**src/rtl/mem_arb_pkg.sv**
```systemverilog
// mem_arb_pkg: state encoding, port ids and latency bounds shared by
// the memory arbiter and its winner-selection helper.
package mem_arb_pkg;

  typedef logic [1:0] arbState_t;

  localparam arbState_t S_IDLE  = 2'd0;
  localparam arbState_t S_ISSUE = 2'd1;
  localparam arbState_t S_WAIT  = 2'd2;
  localparam arbState_t S_DONE  = 2'd3;

  localparam logic PORT_INSTR = 1'b0;
  localparam logic PORT_DATA  = 1'b1;

  localparam int LAT_MIN = 1;
  localparam int LAT_MAX = 15;
  localparam int CNT_W   = 4;

  function automatic logic latencyOk(input int lat);
    return (lat >= LAT_MIN) && (lat <= LAT_MAX);
  endfunction

endpackage

```
**src/rtl/mem_arb_pick.sv**
```systemverilog
// mem_arb_pick: combinational winner selection for the two requesters.
// MEM_ARB_DATA_PRIORITY_EN gives port 1 a fixed tie win; else round-robin.
module mem_arb_pick
  import mem_arb_pkg::*;
(
  input  logic req0,
  input  logic req1,
  input  logic lastGnt,
  output logic winner
);

`ifdef MEM_ARB_DATA_PRIORITY_EN
  logic unusedLastGnt;
  assign unusedLastGnt = lastGnt;

  always_comb begin
    winner = PORT_INSTR;
    unique case (1'b1)
      req1:    winner = PORT_DATA;
      default: winner = PORT_INSTR;
    endcase
  end
`else
  always_comb begin
    winner = PORT_INSTR;
    unique case (1'b1)
      (req0 & req1):  winner = ~lastGnt;
      (req1 & ~req0): winner = PORT_DATA;
      default:        winner = PORT_INSTR;
    endcase
  end
`endif

endmodule

```
**src/rtl/mem_arbiter.sv**
```systemverilog
// mem_arbiter: shares one single-port memory between fetch and data ports.
// Tie policy selected by MEM_ARB_DATA_PRIORITY_EN (see mem_arb_pick).
module mem_arbiter
  import mem_arb_pkg::*;
#(
  parameter int AW          = 32,
  parameter int DW          = 32,
  parameter int MEM_LATENCY = 2
) (
  input  logic          clk,
  input  logic          rst_n,
  input  logic          req0,
  input  logic          we0,
  input  logic [AW-1:0] addr0,
  input  logic [DW-1:0] wdata0,
  output logic          gnt0,
  output logic          done0,
  output logic [DW-1:0] rdata0,
  input  logic          req1,
  input  logic          we1,
  input  logic [AW-1:0] addr1,
  input  logic [DW-1:0] wdata1,
  output logic          gnt1,
  output logic          done1,
  output logic [DW-1:0] rdata1,
  output logic          mem_en,
  output logic          mem_we,
  output logic [AW-1:0] mem_addr,
  output logic [DW-1:0] mem_wdata,
  input  logic [DW-1:0] mem_rdata,
  output logic          busy
);

  if (!latencyOk(MEM_LATENCY)) begin : gBadLatency
    $error("mem_arbiter: MEM_LATENCY %0d outside %0d..%0d",
           MEM_LATENCY, LAT_MIN, LAT_MAX);
  end

  typedef struct packed {
    logic          we;
    logic [AW-1:0] addr;
    logic [DW-1:0] wdata;
  } cmd_t;

  localparam logic [CNT_W-1:0] LAT_LOAD = CNT_W'(MEM_LATENCY);
  localparam logic [CNT_W-1:0] CNT_ONE  = CNT_W'(1);

  arbState_t        state;
  logic             lastGnt;
  logic             curPort;
  cmd_t             cmd;
  cmd_t             reqCmd;
  logic [CNT_W-1:0] cnt;
  logic             winner;
  logic             anyReq;
  logic             inIssue;
  logic             inDone;

  mem_arb_pick uPick (
    .req0    (req0),
    .req1    (req1),
    .lastGnt (lastGnt),
    .winner  (winner)
  );

  assign anyReq = req0 | req1;
  assign reqCmd = (winner == PORT_DATA) ?
                  {we1, addr1, wdata1} :
                  {we0, addr0, wdata0};

  always_ff @(posedge clk) begin
    if (!rst_n) begin
      state   <= S_IDLE;
      lastGnt <= PORT_DATA;
      curPort <= PORT_INSTR;
      cmd     <= '0;
      cnt     <= '0;
      rdata0  <= '0;
      rdata1  <= '0;
    end else begin
      unique case (state)
        S_IDLE: begin
          if (anyReq) begin
            curPort <= winner;
            lastGnt <= winner;
            cmd     <= reqCmd;
            state   <= S_ISSUE;
          end
        end
        S_ISSUE: begin
          cnt   <= LAT_LOAD;
          state <= S_WAIT;
        end
        S_WAIT: begin
          cnt <= cnt - CNT_ONE;
          if (cnt == CNT_ONE) begin
            // memory data is valid only on the final wait cycle
            if (!cmd.we) begin
              if (curPort == PORT_DATA) rdata1 <= mem_rdata;
              else                      rdata0 <= mem_rdata;
            end
            state <= S_DONE;
          end
        end
        S_DONE: state <= S_IDLE;
        default: state <= S_IDLE;
      endcase
    end
  end

  assign inIssue = (state == S_ISSUE);
  assign inDone  = (state == S_DONE);

  assign mem_en    = inIssue;
  assign mem_we    = inIssue & cmd.we;
  assign mem_addr  = inIssue ? cmd.addr  : '0;
  assign mem_wdata = inIssue ? cmd.wdata : '0;

  assign gnt0  = inIssue & (curPort == PORT_INSTR);
  assign gnt1  = inIssue & (curPort == PORT_DATA);
  assign done0 = inDone  & (curPort == PORT_INSTR);
  assign done1 = inDone  & (curPort == PORT_DATA);
  assign busy  = (state != S_IDLE);

endmodule

```
**config.mk**
```make
export PLATFORM = sky130hd
export DESIGN_NAME = mem_arbiter
export DESIGN_NICKNAME = d
export VERILOG_FILES = /design/src/rtl/mem_arb_pkg.sv /design/src/rtl/mem_arb_pick.sv /design/src/rtl/mem_arbiter.sv
export SDC_FILE = /design/constraint.sdc
export NUM_CORES = 1
export LEC_CHECK = 0
export CAP_MARGIN = 20
export CORE_MARGIN = 8
export CORE_UTILIZATION = 41
export DETAILED_ROUTE_END_ITERATION = 16
export HOLD_SLACK_MARGIN = 0.15
export PLACE_DENSITY = 0.81
export SYNTH_ARGS = -nofsm -noshare
export SYNTH_HDL_FRONTEND = slang
export SYNTH_SLANG_ARGS = --single-unit
```
**constraint.sdc**
```tcl
create_clock -name clk -period 2.2 [get_ports clk]
set_clock_uncertainty 0.2 [all_clocks]
set_input_delay 0.66 -clock clk [delete_from_list [all_inputs] [get_ports clk]]
set_output_delay 0.66 -clock clk [all_outputs]
set_load 0.01 [all_outputs]
```
Word level (Yosys, flattened, before mapping)
Cells that the tools add are included.
- register bits after elaboration: 137
- input port bits: 166
- output and inout bits: 135
- logic and storage cells: 43
- $add $sub $neg: 1
- equality and inequality tests: 6
- multiplexer cells: 8
- bitwise logic cells: 12
- reduce and logical (&&, ||, !) cells: 7
- operators with widths (kind ; count):
    $mux W65 ; 1
    $mux W32 ; 2
    $pmux W2 S4 ; 1
    $pmux W4 S2 ; 1
    $reduce_and A4 Y1 ; 2
    $and A1 B1 Y1 ; 7
    $eq A2 B2 Y1 const B ; 2
    $eq A4 B1 Y1 const B ; 1
    $mux W2 ; 2
    $ne A2 B2 Y1 const B ; 2
    $not A1 Y1 ; 4
    $reduce_and A2 Y1 ; 2
    $reduce_bool A2 Y1 ; 2
    $sub A4 B1 Y4 const B ; 1
    $eq A2 B1 Y1 const B ; 1
    $logic_not A2 Y1 ; 1
    $pmux W1 S2 ; 1
    $or A1 B1 Y1 ; 1

Longest topological paths before layout
Gate-level depths: netlist of the first run.
- word-level depth: 4
- mapped depth: 8
- gate-level depth less buffers: 5

Hierarchy
Synthesis of the first run repeated with hierarchy kept, for this count alone.
- cells, all modules: 666
- area, all modules: 6475.0 sq um
- modules (own cells, without submodules) (module ; instances ; cells each ; area each (sq um) ; sequential area each (sq um)):
    mem_arbiter ; 1 ; 665 ; 6463.7 ; 2742.6
    mem_arb_pick ; 1 ; 1 ; 11.3 ; 0.0

Worst setup path after synthesis of the first run
OpenSTA, ideal clock, no wires.
- path kind: reg-to-output
- start: reg state[1]
- end: out mem_wdata[10]
- data arrival time: 1.292 ns
- required time: 1.340 ns
- slack: 0.048 ns
- cell stages (with the launch flop): 6
- path buffers: 2
- cell sequence: dfxtp_1 -> inv_1 -> ha_1 -> clkbuf_1 -> clkbuf_1 -> and2_1
- longest elaborated chain between the ends: 2
- RTL lines (item ; line ; text):
    from (decl) ; mem_arbiter.sv:48 ; arbState_t state;
    from (signal assigned) ; mem_arbiter.sv:73 ; state <= S_IDLE;
    from (signal assigned) ; mem_arbiter.sv:87 ; state <= S_ISSUE;
    from (signal assigned) ; mem_arbiter.sv:92 ; state <= S_WAIT;
    $eq A2 B1 Y1 ; mem_arbiter.sv:111 ; assign inIssue = (state == S_ISSUE);
    net mem_en ; mem_arbiter.sv:26 ; output logic mem_en,
    $mux W32 ; mem_arbiter.sv:117 ; assign mem_wdata = inIssue ? cmd.wdata : '0;
    to (decl) ; mem_arbiter.sv:29 ; output logic [DW-1:0] mem_wdata,
The timed path passes the listed nets, and every way through them passes these cells.

Final worst setup path of the first run
- start: reg state[1]
- end: out mem_we
- longest elaborated chain between the ends: 2
- RTL lines (item ; line ; text):
    $eq A2 B1 Y1 ; mem_arbiter.sv:111 ;
    $and A1 B1 Y1 ; mem_arbiter.sv:115 ; assign mem_we = inIssue & cmd.we;
    to (decl) ; mem_arbiter.sv:27 ; output logic mem_we,
No other way between the ends.

==> flow_summary.ini, run 1 <==
[drt]
via_per_inst = 5.05
drt_wl_total_um = 22400
drc = 0
vias = 5938
firstDrtPassIters = 6
ant_nets = 0
post_drt_wl_per_cell_um = 19.0
first_iter_violations = 282

[synth]
netlist_area_mm2 = 0.00616
yosys_warnings = 0
synth_area_leaders = dfxtp_1 (45%), mux2i_1 (21%), and2_1 (6.8%)
ys_ff_latch = 137
ys_seq_area_share_pct = 44.6
synth_top_flop_cell = dfxtp_1
async_reset_ff_share_pct = 0
synthCells = 664
mappedNetlistNets = 837
syn_avg_cell_area_um2 = 9.27
synth_edf_count = 0
synth_top_area_cell = dfxtp_1
synth_top_area_share_pct = 44.6
synth_cell_types = 34

[layout]
fin_util_pct = 73.8
final_common_cell = clkdlybuf4s50_1
antenna_cells = 0
layout.nets = 1155
fin_cells = 1176
area_delta_synth_final_pct = 75.0
mostFrequentLayoutCells = clkdlybuf4s50_1 (187), dfxtp_1 (136), mux2i_1 (130), nand2_1 (99), buf_6 (71)
nFillCells = 1047
finalInstanceArea_mm2 = 0.0108
drive_gt1_share_pct = 23.6

[timing]
hold_violations = 0
fin_crit_ns = 2.39
worstMarginPinSlew_ns = 0.382
maxSlewHeadroom_pct = 74.6
slew_viol_final = 0
max_clock_freq_mhz = 418
rsz0062_at_grt = yes
fin_ws_ns = -0.193
setup_viol = 71
tns_ns = -11.47
holdWs_ns = 0.255
fin_crit_sh_pct = 109

[critical_path]
start_kind = flip-flop
cp_slowest_cell = dfxtp_2
reg2reg_from = state[0]
r2r_end = rdata0[13]
cp_slowest_stage_delay_ns = 0.33
crit_required_ns = 1.34
timing.critical_path.cells = inv_2 > ha_4 > buf_12 > buf_16 > and2_4 > buf_6
startpoint = state[1]
path_class = reg -> out
crit_cells = 6
r2r.worst_path.cells = 9
reg2reg_slack_ns = 0
arrival_ns = 1.53
critPathCapture = mem_we
path_buf_inv = 4
cp-end-kind = primary output
cp_max_fo = 7
cp_top_family = buffers and inverters

[die]
die_x_um = 139
die-area_mm2 = 0.0192
core_area_mm2 = 0.0146
rows = 44
ios = 301
dieHeight_um = 139
initial_core_util_pct = 42.2

[clock_tree]
cts_buffers = 17
clockBufferDepth = 2
holdBufCountCts = 0
numClockSinks = 137
cts_root_buffer = clkbuf_16
htreeDepth = 4
clk_pin_slew_worst_paths_ns = 0.06
worstSkewPairLatency_ns = 0.42
cts_tree = built

[run_status]
outcome = finished with violations
violations = negative setup slack

[placed_design]
place_area_mm2 = 0.00950
hpwl_um = 15300
port_buffers = 300
globalplace.congestion = 0.804
place_ws_ns = -0.252
place_inst = 1131

[global_route]
grt_usage_pct = 21.7
grt-ovfl-total = 0
grt_max_degree = 52
antenna_found_initial = 0
grt_pass1_wl_um = 33300
grt_pass1_vias = 6040

[power]
leakagePower_nw = 5.19
power_mw = 10.7
max-vdd-ir-drop_v = 0.000744
p_per_area_mw_per_mm2 = 990

[run]
drv_cap = 0

[worst_hold_path]
hp-class = reg -> reg
==> flip-flops by register name, summed over array words and instances (netlist names) <==
name	count
curPort	1
cnt	4
lastGnt	1
cmd	65
rdata0	32
state	2
rdata1	32
==> metal layers <==
metal	routed length [µm]	share of wire, %	vias up	GRT usage [%]
met1	8710	39	2758	24.1
met5	0	0	-	0
li1	-	-	2906	-
met3	1620	7.2	44	8.25
met4	664	3.0	0	8.58
met2	11400	51	230	36.8
==> cells by family after synthesis <==
| logic type | after synthesis | synth area share [%] |
|---|---|---|
| multiplexers | 130 | 21.1 |
| buffers and inverters | 62 | 5.83 |
| flip-flops | 137 | 44.6 |
| AO/OA/AOI/OAI | 146 | 12.3 |
| adder cells (fa/ha/maj) | 7 | 1.42 |
| AND/OR/NAND/NOR | 182 | 14.7 |
==> synthesized netlist by cell type, drive strengths merged, types with 3 or more instances <==
cell    count
nor2b       3
o21ai      68
a21boi      4
and2       67
a21oi      67
ha          7
clkbuf     33
inv         5
nand2      99
dfxtp     137
mux2i     130
buf        24
==> worst min-delay path: cells and delay by family (launching register included) <==
family	cells	cell delay [ns]
flops	1	0.30
mux	1	0.05
simple gates	1	0.05
==> report_power, final <==
part	switching, mW	internal (mW)
Sequential	0.329	2.98
Clock	1.09	1.68
Combinational	2.02	2.58
==> repair_timing <==
item | CTS | global route
cloned | 8 | 2
setup buffers | 4 | 3
pin swaps | 51 | 3
gates resized for setup | 418 | 73
endpoints found under the setup margin | 75 | 139
==> worst min path at each step <==
stage,startpoint,end,slack (ns),cells after the start
global placement,rdata0[23],rdata0[23],0.24,2
detailed placement,rdata0[10],rdata0[10],0.25,2
CTS,rdata0[23],rdata0[23],0.26,2
floorplan,cnt[3],cnt[3],0.26,2
finish,rdata1[19],rdata1[19],0.25,2
global route,rdata1[0],rdata1[0],0.27,2
==> cell type report <==
type / count / area [µm²] / share of cell area [%]
multi-input combinational: 465 / 3270 / 30.4
sequential: 137 / 2740 / 25.5
tap: 184 / 230 / 2.14
timing repair buffer: 356 / 3940 / 36.6
clock buffer: 18 / 439 / 4.08
inverter: 5 / 18.8 / 0.174
clock inverter: 11 / 126 / 1.17
Note: power is estimated with default switching activity, not from simulation.
==> run 2: changes to the inputs <==
ABC_CLOCK_PERIOD_IN_PS = 2200   (was not set)
==> results of run 2 <==
No change in the layout: final DEF, timing and power equal those of run 1.
==> run 3: changes to the inputs <==
CTS_CLUSTER_DIAMETER = 50   (was not set)
PLACE_DENSITY = not set   (was 0.81)
PLACE_DENSITY_LB_ADDON = 0.1   (was not set)
==> run 3 against run 2 <==
The run still ends with negative setup slack left. Cell area is 5.5% lower. Combinational power is 19% lower. Power is 7.7% lower. Utilization is 4.0 points lower. Clock power is 4% higher. Register-to-register slack better by 0.09 ns. Worst setup slack worse by 0.0084 ns. Via count is 1.9% lower. Clock-buffer cell count is 4 higher.
==> flow_summary.ini, run 3 (synthesized netlist as in run 1, its figures left out) <==
[timing]
max_clock_freq_mhz = 416
fin_crit_sh_pct = 109
setup_viol = 68
holdWs_ns = 0.254
maxSlewHeadroom_pct = 67.5
slew_viol_final = 0
fin_ws_ns = -0.202
fin_crit_ns = 2.40
worstMarginPinSlew_ns = 0.488
hold_violations = 0
rsz0062_at_grt = yes

[placed_design]
port_buffers = 300
hpwl_um = 15400
place_inst = 1119
globalplace.congestion = 0.832
place_area_mm2 = 0.00941

[worst_hold_path]
hp-class = reg -> reg
whs_path_depth = 2
hp-start = rdata0[22]
min_to = rdata0[22]

[global_route]
antenna_found_initial = 0
grt_max_degree = 86
grt-ovfl-total = 0
grt_pass1_vias = 6070
grt_pass1_wl_um = 32400
grt_usage_pct = 20.9

[critical_path]
start_kind = flip-flop
cp-end-kind = primary output
path_class = reg -> out
arrival_ns = 1.54
cp_max_fo = 7
reg2reg_slack_ns = 0.09
r2r.worst_path.cells = 9
crit_required_ns = 1.34
reg2reg_from = state[0]
r2r_end = rdata0[19]

[layout]
nFillCells = 1107
largest_reg_flops = 65
drive_gt1_share_pct = 18.3
area_delta_synth_final_pct = 65.4
top_regs = cmd (65), rdata0 (32), rdata1 (32)
finalInstanceArea_mm2 = 0.0102
antenna_cells = 0
top_register = cmd
mostFrequentLayoutCells = clkdlybuf4s50_1 (182), dfxtp_1 (134), mux2i_1 (130), nand2_1 (99), o21ai_0 (68)
layout.nets = 1139
fin_cells = 1163
final_common_cell = clkdlybuf4s50_1

[clock_tree]
htreeDepth = 4
clk_pin_slew_worst_paths_ns = 0.06
cts_tree = built
cts_root_buffer = clkbuf_16
cts_buffers = 17
numClockSinks = 137
worstSkewPairLatency_ns = 0.41
clockBufferDepth = 2

[die]
dieHeight_um = 139
rows = 44
core_area_mm2 = 0.0146
ios = 301
die_x_um = 139
initial_core_util_pct = 42.2
die-area_mm2 = 0.0192

[drt]
first_iter_violations = 206
firstDrtPassIters = 6
drc = 0
vias = 5826
post_drt_wl_per_cell_um = 18.5
drt_wl_total_um = 21500
via_per_inst = 5.01
ant_nets = 0

[power]
leakagePower_nw = 4.95
p_per_area_mw_per_mm2 = 967
max-vdd-ir-drop_v = 0.000696

[run_status]
outcome = finished with violations
violations = negative setup slack

[run]
drv_cap = 0
run 3: stage by stage:
step / power (mW) / TNS [ns] / util [%] / setup WS (ns)
final: 9.84 / -11.00 / 69.8 / -0.202
after global routing: 10.4 / -15.93 / 69.8 / -0.265
after CTS: 9.66 / -11.58 / 67.7 / -0.223
after detailed placement: 6.61 / -16.66 / 64.5 / -0.254
after global placement: 6.50 / -14.35 / 64.5 / -0.158
after floorplan: 4.92 / 0 / - / 0.0484
run 3: where the power goes:
part	total (mW)	internal, mW	leakage, nW	switching, mW
logic	3.71	1.92	3.54	1.79
clock network	2.87	1.79	0.289	1.08
registers	3.27	2.98	1.12	0.286
run 3: repair_timing:
action                                  in CTS  in global routing
gates resized for setup                    339                 59
pin swaps                                    2                  1
gates cloned                                 2                  5
setup buffers                                3                  4
hold buffers                                 0                  0
endpoints found under the setup margin      85                104
run 3: area by class of cell:
| cell class | instances | area, µm² | area share [%] |
|---|---|---|---|
| inverter | 5 | 18.8 | 0.184 |
| sequential | 137 | 2750 | 27.0 |
| multi-input combinational | 465 | 3170 | 31.1 |
| timing repair buffer | 340 | 3420 | 33.6 |
| clock buffer | 22 | 484 | 4.75 |
| clock inverter | 10 | 115 | 1.13 |
| tap | 184 | 230 | 2.26 |
run 3: worst max-delay path: stages (launching register included):
cell       delay (ns)
dfxtp_2          0.33
inv_2            0.05
ha_4             0.17
buf_6            0.14
clkbuf_16        0.16
and2_1           0.15
buf_2            0.14
run 3: worst max path at each step:
stage | cells after the start | endpoint | start
2_1_floorplan | 5 | mem_wdata[10] | state[1]
3_3_place_gp | 5 | mem_wdata[12] | state[1]
3_5_place_dp | 5 | cmd[62] | req1
4_1_cts | 6 | mem_wdata[5] | state[1]
5_1_grt | 6 | mem_wdata[15] | state[1]
6_report | 6 | mem_wdata[1] | state[1]
run 3: per-layer routing:
metal,GRT usage (%),wire length [µm]
met5,0,0
met4,7.38,488
met3,8.42,1600
met2,37.5,11400
met1,21.4,8030
